File: config.mk
export PLATFORM = sky130hd
export DESIGN_NAME = result_writer
export DESIGN_NICKNAME = d
export VERILOG_FILES = /design/src/rtl/matrix_pkg.sv /design/src/rtl/res_fifo.sv /design/src/rtl/result_writer.sv
export SDC_FILE = /design/constraint.sdc
export NUM_CORES = 1
export LEC_CHECK = 0
export CAP_MARGIN = 20
export CORE_ASPECT_RATIO = 0.8
export CORE_MARGIN = 10
export CORE_UTILIZATION = 39
export CTS_CLUSTER_SIZE = 28
export DETAILED_ROUTE_END_ITERATION = 16
export PLACE_DENSITY = 0.64
export SETUP_SLACK_MARGIN = 0.3
export SLEW_MARGIN = 15
export SYNTH_ARGS = -nofsm -noshare
export SYNTH_HDL_FRONTEND = slang
export SYNTH_SLANG_ARGS = --single-unit
File: constraint.sdc
create_clock -name clk -period 6.2 [get_ports clk]
set_input_delay 1.24 -clock clk [delete_from_list [all_inputs] [get_ports clk]]
set_output_delay 1.24 -clock clk [all_outputs]
set_load 0.02 [all_outputs]
File: src/rtl/matrix_pkg.sv
// Shared types and helpers for the result write-back path.
package matrix_pkg;

    typedef enum logic [1:0] {
        IDLE   = 2'd0,
        ACTIVE = 2'd1,
        DONE   = 2'd2
    } wr_state_t;

    localparam logic [15:0] OUT_HEAD_ADDR   = 16'h0200;
    localparam logic [15:0] ZERO_POINT_ADDR = 16'h0100;

    // Clamp a signed value into the int8 range.
    function automatic logic [7:0] sat8(input logic signed [63:0] v);
        if (v > 64'sd127) begin
            return 8'h7F;
        end else if (v < -64'sd128) begin
            return 8'h80;
        end else begin
            return v[7:0];
        end
    endfunction

endpackage

File: src/rtl/res_fifo.sv
// Synchronous result FIFO with first-word-fall-through head and full/empty flags.
module res_fifo #(
    parameter int DEPTH = 64,
    parameter int WIDTH = 32
) (
    input  logic             clk,
    input  logic             reset,
    input  logic             push,
    input  logic             pop,
    input  logic [WIDTH-1:0] din,
    output logic [WIDTH-1:0] dout,
    output logic             full,
    output logic             empty
);

    localparam int PW = (DEPTH > 1) ? $clog2(DEPTH) : 1;

    logic [WIDTH-1:0] mem [DEPTH];
    logic [PW-1:0]    wr_ptr;
    logic [PW-1:0]    rd_ptr;
    logic [PW:0]      count;
    logic             do_push;
    logic             do_pop;

    assign full    = (count == (PW+1)'(DEPTH));
    assign empty   = (count == '0);
    assign do_push = push && !full;
    assign do_pop  = pop && !empty;
    assign dout    = mem[rd_ptr];

    // Storage array; not reset, emptiness is tracked by the pointers.
    always_ff @(posedge clk) begin
        if (do_push) begin
            mem[wr_ptr] <= din;
        end
    end

    // Pointers and occupancy; push and pop together leave occupancy unchanged.
    always_ff @(posedge clk) begin
        if (reset) begin
            wr_ptr <= '0;
            rd_ptr <= '0;
            count  <= '0;
        end else begin
            if (do_push) begin
                wr_ptr <= (wr_ptr == PW'(DEPTH - 1)) ? '0 : wr_ptr + 1'b1;
            end
            if (do_pop) begin
                rd_ptr <= (rd_ptr == PW'(DEPTH - 1)) ? '0 : rd_ptr + 1'b1;
            end
            case ({do_push, do_pop})
                2'b10:   count <= count + 1'b1;
                2'b01:   count <= count - 1'b1;
                default: count <= count;
            endcase
        end
    end

endmodule

File: src/rtl/result_writer.sv
// Captures accumulator results during the read phase, requantizes them to int8
// and writes them to consecutive output addresses over a valid/ready port.
//
// state  | meaning
// IDLE   | waiting for the first read cycle; that cycle also captures
// ACTIVE | capturing and draining concurrently until write exp_cnt completes
// DONE   | one-cycle done pulse, counters cleared, back to IDLE
module result_writer #(
    parameter int               ADDR_SIZE     = 10,
    parameter int               ACC_W         = 32,
    parameter int               DEPTH         = 64,
    parameter logic [15:0]      OUT_HEAD_ADDR = matrix_pkg::OUT_HEAD_ADDR,
    parameter int               SHIFT         = 8,
    parameter logic signed [7:0] OUT_ZP       = 8'sd0
) (
    input  logic                 clk,
    input  logic                 reset,
    input  logic                 read,
    input  logic [7:0]           column_size,
    input  logic [ACC_W-1:0]     res_data,
    output logic                 wr_valid,
    output logic [ADDR_SIZE-1:0] wr_addr,
    output logic [7:0]           wr_data,
    input  logic                 wr_ready,
    output logic                 busy,
    output logic                 done,
    output logic                 overflow
);

    import matrix_pkg::*;

    wr_state_t state_q;
    wr_state_t state_d;

    logic [7:0]              exp_cnt;
    logic [7:0]              cap_cnt;
    logic [7:0]              wr_cnt;
    logic [7:0]              exp_eff;
    logic [7:0]              cap_eff;
    logic [7:0]              wr_cnt_next;
    logic                    accepting;
    logic                    hs;
    logic                    last_write;
    logic                    fifo_push;
    logic                    fifo_pop;
    logic                    fifo_full;
    logic                    fifo_empty;
    logic [ACC_W-1:0]        fifo_head;
    logic signed [ACC_W-1:0] head_shifted;
    logic signed [ACC_W:0]   head_sum;
    logic [7:0]              head_q8;

    res_fifo #(
        .DEPTH (DEPTH),
        .WIDTH (ACC_W)
    ) u_fifo (
        .clk   (clk),
        .reset (reset),
        .push  (fifo_push),
        .pop   (fifo_pop),
        .din   (res_data),
        .dout  (fifo_head),
        .full  (fifo_full),
        .empty (fifo_empty)
    );

    // Capture gating and drain handshake; in IDLE the live column_size stands
    // in for exp_cnt so the very first read cycle is not lost.
    always_comb begin
        exp_eff     = (state_q == IDLE) ? column_size : exp_cnt;
        cap_eff     = (state_q == IDLE) ? 8'd0 : cap_cnt;
        accepting   = (state_q == IDLE) || (state_q == ACTIVE);
        fifo_push   = read && accepting && (cap_eff < exp_eff) && !fifo_full;
        hs          = wr_valid && wr_ready;
        fifo_pop    = !fifo_empty && (!wr_valid || wr_ready);
        wr_cnt_next = wr_cnt + {7'd0, hs};
        last_write  = hs && (({1'b0, wr_cnt} + 9'd1) == {1'b0, exp_cnt});
    end

    // Requantization of the FIFO head: arithmetic shift, zero point, int8 clamp.
    always_comb begin
        head_shifted = $signed(fifo_head) >>> SHIFT;
        head_sum     = {head_shifted[ACC_W-1], head_shifted}
                     + {{(ACC_W-7){OUT_ZP[7]}}, OUT_ZP};
        head_q8      = sat8({{(63-ACC_W){head_sum[ACC_W]}}, head_sum});
    end

    // State register.
    always_ff @(posedge clk) begin
        if (reset) begin
            state_q <= IDLE;
        end else begin
            state_q <= state_d;
        end
    end

    // Next-state and status outputs.
    always_comb begin
        state_d = state_q;
        busy    = (state_q != IDLE);
        done    = (state_q == DONE);
        unique case (state_q)
            IDLE: begin
                if (read) begin
                    state_d = ACTIVE;
                end
            end
            ACTIVE: begin
                if ((exp_cnt == 8'd0) || last_write) begin
                    state_d = DONE;
                end
            end
            DONE:    state_d = IDLE;
            default: state_d = IDLE;
        endcase
    end

    // Run counters and the sticky overflow flag.
    always_ff @(posedge clk) begin
        if (reset) begin
            exp_cnt  <= 8'd0;
            cap_cnt  <= 8'd0;
            wr_cnt   <= 8'd0;
            overflow <= 1'b0;
        end else begin
            if ((state_q == IDLE) && read) begin
                exp_cnt <= column_size;
            end
            if (state_q == DONE) begin
                cap_cnt <= 8'd0;
                wr_cnt  <= 8'd0;
            end else begin
                if (fifo_push) begin
                    cap_cnt <= cap_eff + 8'd1;
                end
                wr_cnt <= wr_cnt_next;
            end
            if (read && !fifo_push) begin
                overflow <= 1'b1;
            end
        end
    end

    // Registered write port; a new entry loads whenever the port is free or
    // being accepted this cycle, otherwise address and data hold.
    always_ff @(posedge clk) begin
        if (reset) begin
            wr_valid <= 1'b0;
            wr_addr  <= '0;
            wr_data  <= 8'd0;
        end else if (fifo_pop) begin
            wr_valid <= 1'b1;
            wr_addr  <= ADDR_SIZE'(OUT_HEAD_ADDR) + ADDR_SIZE'(wr_cnt_next);
            wr_data  <= head_q8;
        end else if (hs) begin
            wr_valid <= 1'b0;
        end
    end

endmodule

==> results.yml, run 1 <==
pwr:
  ir_worst_vdd_uv: 246
  cellLeakagePower_nw: 21.6
  pwr_density_cell_mw_per_mm2: 371
synth:
  synth.mux.area_fraction_pct: 15.9
  syn_inst: 2971
  postSynth.asyncResetShare_pct: 0
  ys_seq_area_share_pct: 76.0
  synth-compound-area-share_pct: 2.69
  ys_warn_count: 0
  synth_top_area_cell: "edfxtp_1"
  synth-edff-count: 1536
  synth_common_cells: "edfxtp_1, mux4_2, nor2_1, mux2i_1, nand2_1"
  yosysUniqueCellTypes: 68
  synth_top_family_by_area: "multiplexers"
  synth_fa_ha_area_share_pct: 0.320
  post_synth_and_or_nand_nor_area_fraction_pct: 3.06
  netlist_area_sq_mm: 0.0625
  synth_area_leaders: "edfxtp_1, mux4_2, dfxtp_1"
  syn_nets: 3031
  netlist.area_leader.share_pct: 73.8
  ys_ff_latch: 1606
  synth_most_common_cell: "edfxtp_1"
  syn_area_per_cell_sq_um: 21.0
  synthXorXnorAreaFrac_pct: 0.420
  synth-main-ff-cell: "edfxtp_1"
critical_path:
  cp-end-kind: "flop"
  worstPathArrival_ns: 5.62
  startpoint_type: "input pin"
  critical_path_class: "in -> reg"
  required_ns: 6.83
  crit_path_max_fanout: 15
cts:
  cts_resized: 0
  ctsHoldBuffers: 0
  htreeDepth: 4
  cts_buffer_depth: 3
  postCtsSetupRepairBufs: 0
  cts-root-buf: "clkbuf_16"
  cts_tree: "built"
  tritoncts.num_buffers: 149
  clkLatencyLatePin_ns: 0.78
  clk_pin_slew_ns: 0.06
  clock-sinks: 1606
grt:
  grt_usage_pct: 17.7
  grt_overflow: 0
  grt_pass1_vias: 30400
  antenna_found_initial: 13
  grt_first_pass_wirelength_um: 226000
  grt_max_degree: 65
sta:
  slew_headroom_pct: 26.0
  grt_setup_unrepaired: "false"
  slew_viol_final: 0
  tightest_slew_ns: 1.10
  timing.fmax_ghz: 0.201
  post-route-period-util_pct: 80.3
  holdWs_ns: 0.468
  finalSetupViolations: 0
  hold_viol: 0
  clock_skew_ns: 0.0294
  period_needed_ns: 4.98
  tns_ns: 0
run:
  max-cap-violations: 0
drt:
  wl_met1_um: 68500
  route.detailed.drc: 0
  first_pass_iters: 5
  drt_iter0_markers: 4164
  route.met3.wl_um: 16600
  top_layer: "met5"
  ant_nets: 0
  wl_met2_um: 69000
  wl_um: 158000
  wl_per_cell_um: 29.2
  num_vias: 31000
  vias_per_cell: 5.71
place:
  dp_hpwl_um: 92600
  placed_cells: 5150
  globalplace.congestion: 0.903
  portBuffers: 56
min_path:
  min_path_type: "reg -> reg"
finish:
  layout.cells.non_filler: 5427
  synthToLayoutAreaGrowth_pct: 13.7
  nNetsFinal: 3235
  drive_gt1_share_pct: 26.2
  multiInputGateArea_sq_mm: 0.0144
  regArea_sq_mm: 0.0475
  filler_cell_count: 13400
die:
  die_w_um: 468
  rows: 131
  initial_core_util_pct: 39.2
  core_sq_mm: 0.159
  boundaryPins: 66
  die_y_um: 378
  die_area_sq_mm: 0.177
run_status:
  status: "completed"
[worst max-delay path, stage by stage]
cell and delay, ns:
clkdlybuf4s50_1 0.49, mux2i_1 0.08, ha_1 0.32, a2111oi_0 0.54, o21ai_0 0.25, a31oi_1 0.23
a21o_1 0.15, inv_1 0.07, ha_1 0.40, xor2_1 0.23, ha_1 0.21, a21o_1 0.20
a32o_1 0.26, a21oi_1 0.23, o21ai_0 0.15, a222oi_1 0.26, nor2_1 0.09, xnor2_1 0.15
nor2_1 0.05
[cell type report]
class	count	area share [%]
Sequential cell	1606	66.9
Timing Repair Buffer	206	2.45
Clock buffer	188	5.54
Clock inverter	81	0.994
Inverter	16	0.0862
Tap cell	2128	3.75
Antenna cell	6	0.0211
Multi-Input combinational cell	1196	20.3
[layout by cell type, fill, tap and decap left out, types with 10 or more instances in the layout]
cell             netlist  final
and2_1                18     18
nand2b_1              23     23
a221oi_1              21     21
clkdlybuf4s50_1        0     31
o21ai_0               22     22
nor2b_1               27     27
xnor2_1               18     18
nand2_1               81     81
buf_12                 0     14
a21oi_1               46     46
a22oi_1               33     33
mux2_2                20     20
ha_1                  16     16
nor2_2                 0     17
xor2_1                12     12
a211oi_1              22     22
dfxtp_1               70     65
nor4_1                11     11
o22ai_1               22     22
nor2_4                 0     47
clkbuf_16              0    152
mux2i_1               89     89
clkinv_1               3     40
buf_2                 45     24
buf_4                 35    137
clkbuf_1              49     36
nand3_1               28     28
o221ai_1              13     13
or3_1                 10     10
edfxtp_1            1536   1536
nor3_1                16     16
clkinv_2               0     21
mux4_2               393    393
nor2_1               161     97
[metal layers]
metal,track usage [%],up-vias
li1,-,12800
met3,4.50,243
met4,5.34,4
met2,25.3,1527
met5,0,-
met1,26.5,16400
[flip-flops by register name, indices dropped and copies added (netlist names), 7 cells and up, named ones only]
register and cells:
exp_cnt 8, wr_data 8, wr_cnt 8, u_fifo.mem 1536, u_fifo.count 7, wr_addr 9, cap_cnt 8
[report_power, final]
| group | leakage, nW | total (mW) | internal (mW) | switching [mW] |
|---|---|---|---|---|
| Sequential | 14.4 | 12.3 | 12.1 | 0.209 |
| Combinational | 4.93 | 5.20 | 2.27 | 2.94 |
| Clock | 2.25 | 8.87 | 4.90 | 3.97 |
[stage by stage]
step	power, mW	utilization [%]	area [sq um]	setup slack (ns)
floorplan	15.9	-	62500	1.31
global placement	17.7	41.7	66400	0.742
detailed placement	17.8	41.7	66400	0.601
CTS	26.5	44.6	71000	1.39
global route	27.3	44.6	71100	0.859
finish	26.4	44.6	71100	1.22
[cell families after synthesis]
group	Yosys count
DFF	1606
AOI/OAI and AO/OA	239
adders and majority gates	16
and+or+nand+nor	408
buffers and inverters	169
other	1
xor gates and xnor gates	30
muxes	502
[final timing paths]
kind / from / end / slack [ns] / cells past startpoint
worst max-delay path: column_size[7] / u_fifo.count[6]$_SDFFE_PP0P_ / 1.22 / 19
worst min-delay path: wr_addr[9]$_SDFFE_PP0P_ / wr_addr[9]$_SDFFE_PP0P_ / 0.47 / 2
worst max register to register: state_q[1]$_SDFFE_PP0P_ / u_fifo.count[6]$_SDFFE_PP0P_ / 1.30 / 21
worst min register to register: wr_addr[9]$_SDFFE_PP0P_ / wr_addr[9]$_SDFFE_PP0P_ / 0.47 / 2
(Power assumes the default switching activity.)
==> run 2: changes to the inputs <==
clock period = 5.05 ns   (was 6.2 ns; I/O delays follow)
==> run 2 against run 1 <==
Sequential cell count unchanged. Routed wire length rose by 2.3%. Largest power group unchanged. Highest routed layer unchanged. Combinational power increased by 28%. Utilization is 0.66 points higher. Count of clock-buffer cells in the layout grew 6.
==> results.yml, run 2 (synthesis gave the netlist of run 1 again) <==
drt:
  route.detailed.drc: 0
  first_pass_iters: 7
  wl_per_cell_um: 29.6
  wl_um: 162000
  drt_iter0_markers: 4344
  ant_nets: 0
  vias_per_cell: 5.76
  num_vias: 31500
die:
  rows: 131
  initial_core_util_pct: 39.2
  core_sq_mm: 0.159
  boundaryPins: 66
  die_y_um: 378
  die_area_sq_mm: 0.177
  die_w_um: 468
run_status:
  status: "completed"
critical_path:
  cp-end-kind: "flop"
  r2r-start: "state_q[1]$_SDFFE_PP0P_"
  rrSetupSlack_ns: 0.90
  critical_path_class: "reg -> reg"
  required_ns: 5.69
  cpMostUsedCell: "ha_1"
  worstPathArrival_ns: 4.79
  reg2reg_to: "u_fifo.count[6]$_SDFFE_PP0P_"
  startpoint_type: "flop"
  reg2reg_depth: 20
  slowest_delay_ns: 0.40
  worstPathCellList: "nor2_2 -> inv_2 -> and2_1 -> ha_1 -> a2111oi_0 -> o21ai_0 -> nor3_1 -> a21o_1 -> inv_1 -> ha_1 -> xor2_1 -> ha_1 -> a21o_1 -> a32o_1 -> a21oi_1 -> o21ai_0 -> a222oi_1 -> nor2_1 -> xnor2_1 -> nor2_1"
  cp_slowest_cell: "a2111oi_0"
  crit_path_max_fanout: 10
finish:
  synthToLayoutAreaGrowth_pct: 15.4
  layout_commonest_cell: "edfxtp_1"
  final_cell_mix: "edfxtp_1, mux4_2, clkbuf_16"
  nNetsFinal: 3280
  filler_cell_count: 13300
  drive_gt1_share_pct: 27.7
  largestRegisters: "u_fifo.mem x1536, wr_addr x9"
  final_area_sq_mm: 0.0721
  largest_register_ffs: 1536
  largest_register: "u_fifo.mem"
place:
  dp_hpwl_um: 99100
  portBuffers: 56
  globalplace.congestion: 0.898
  place_area_sq_mm: 0.0673
cts:
  clkLatencyLatePin_ns: 0.79
  htreeDepth: 4
  clock-sinks: 1606
  tritoncts.num_buffers: 150
  clk_pin_slew_ns: 0.06
  cts-root-buf: "clkbuf_16"
  cts_tree: "built"
  cts_buffer_depth: 3
  ctsHoldBuffers: 0
run:
  max-cap-violations: 0
min_path:
  hold-path-endpoint: "wr_addr[9]$_SDFFE_PP0P_"
  worstHoldPathCells: 2
  min_path_type: "reg -> reg"
  hp-start: "wr_addr[9]$_SDFFE_PP0P_"
sta:
  grt_setup_unrepaired: "false"
  post-route-period-util_pct: 82.2
  hold_viol: 0
  slew_headroom_pct: 28.3
  slew_viol_final: 0
  tightest_slew_ns: 1.08
  clock_skew_ns: 0.0449
  period_needed_ns: 4.15
  timing.fmax_ghz: 0.241
  finalSetupViolations: 0
  tns_ns: 0
pwr:
  pwr_density_cell_mw_per_mm2: 455
  ir_worst_vdd_uv: 298
  cellLeakagePower_nw: 22.0
grt:
  grt_first_pass_wirelength_um: 231000
  grt_overflow: 0
  grt_pass1_vias: 30400
  grt_max_degree: 71
  antenna_found_initial: 13
  grt_usage_pct: 18.1
run 2: per-stage QoR:
step	setup WS, ns	hold slack [ns]	util [%]	std cells	power [mW]
3_5_place_dp	0.261	0.474	42.3	5194	22.1
6_report	0.899	0.475	45.3	5469	32.8
4_1_cts	0.738	0.489	45.3	5464	33.0
3_3_place_gp	0.165	0.456	42.3	5193	22.0
5_1_grt	0.391	0.523	45.3	5466	33.9
2_1_floorplan	0.313	0.454	-	2971	19.5
run 2: how the worst max path moves through the flow:
| stage | start | slack, ns | depth (start not counted) | end |
|---|---|---|---|---|
| floorplan | state_q[1]$_SDFFE_PP0P_ | 0.31 | 22 | u_fifo.count[6]$_SDFFE_PP0P_ |
| global placement | column_size[7] | 0.16 | 19 | u_fifo.count[6]$_SDFFE_PP0P_ |
| detailed placement | column_size[7] | 0.26 | 19 | u_fifo.count[6]$_SDFFE_PP0P_ |
| CTS | state_q[1]$_SDFFE_PP0P_ | 0.74 | 20 | u_fifo.count[6]$_SDFFE_PP0P_ |
| global route | state_q[1]$_SDFFE_PP0P_ | 0.39 | 20 | u_fifo.count[6]$_SDFFE_PP0P_ |
| finish | state_q[1]$_SDFFE_PP0P_ | 0.90 | 20 | u_fifo.count[6]$_SDFFE_PP0P_ |
run 2: final cells by class:
cell class	count	area [sq um]	area share, %
flip-flops and latches	1606	47500	65.9
multi-input cells	1196	14400	20.0
clock buffers	194	4020	5.58
repair buffers	250	2680	3.71
well taps	2128	2660	3.69
clock inverters	76	728	1.01
inverters	16	62.6	0.0867
diodes	3	7.51	0.0104
run 2: worst max-delay path, delay by kind of cell, from the launching register on:
family | cells | cell delay (ns)
flops | 1 | 0.36
compound gates | 8 | 1.71
simple gates | 5 | 0.78
buf+inv | 2 | 0.19
xor+xnor | 2 | 0.29
fa+ha+maj | 3 | 0.70
run 2: what timing repair did:
item,4_1_cts,5_1_grt
setup endpoints to repair,0,1
setup buffers,0,0
resized for setup,0,1
run 2: routing by layer:
layer	GRT usage [%]	vias to the layer above	share of wire, %
met1	26.9	16700	43
li1	-	12900	-
met2	26.6	1604	45
met4	4.69	8	2.2
met3	4.33	205	9.9
met5	0	-	0.029
run 2: power by group:
group	switching, mW	internal (mW)	leakage, nW	total [mW]
logic	3.74	2.90	5.30	6.64
registers	0.250	14.9	14.4	15.1
clock network	4.98	6.09	2.30	11.1
total	8.97	23.8	22.0	32.8
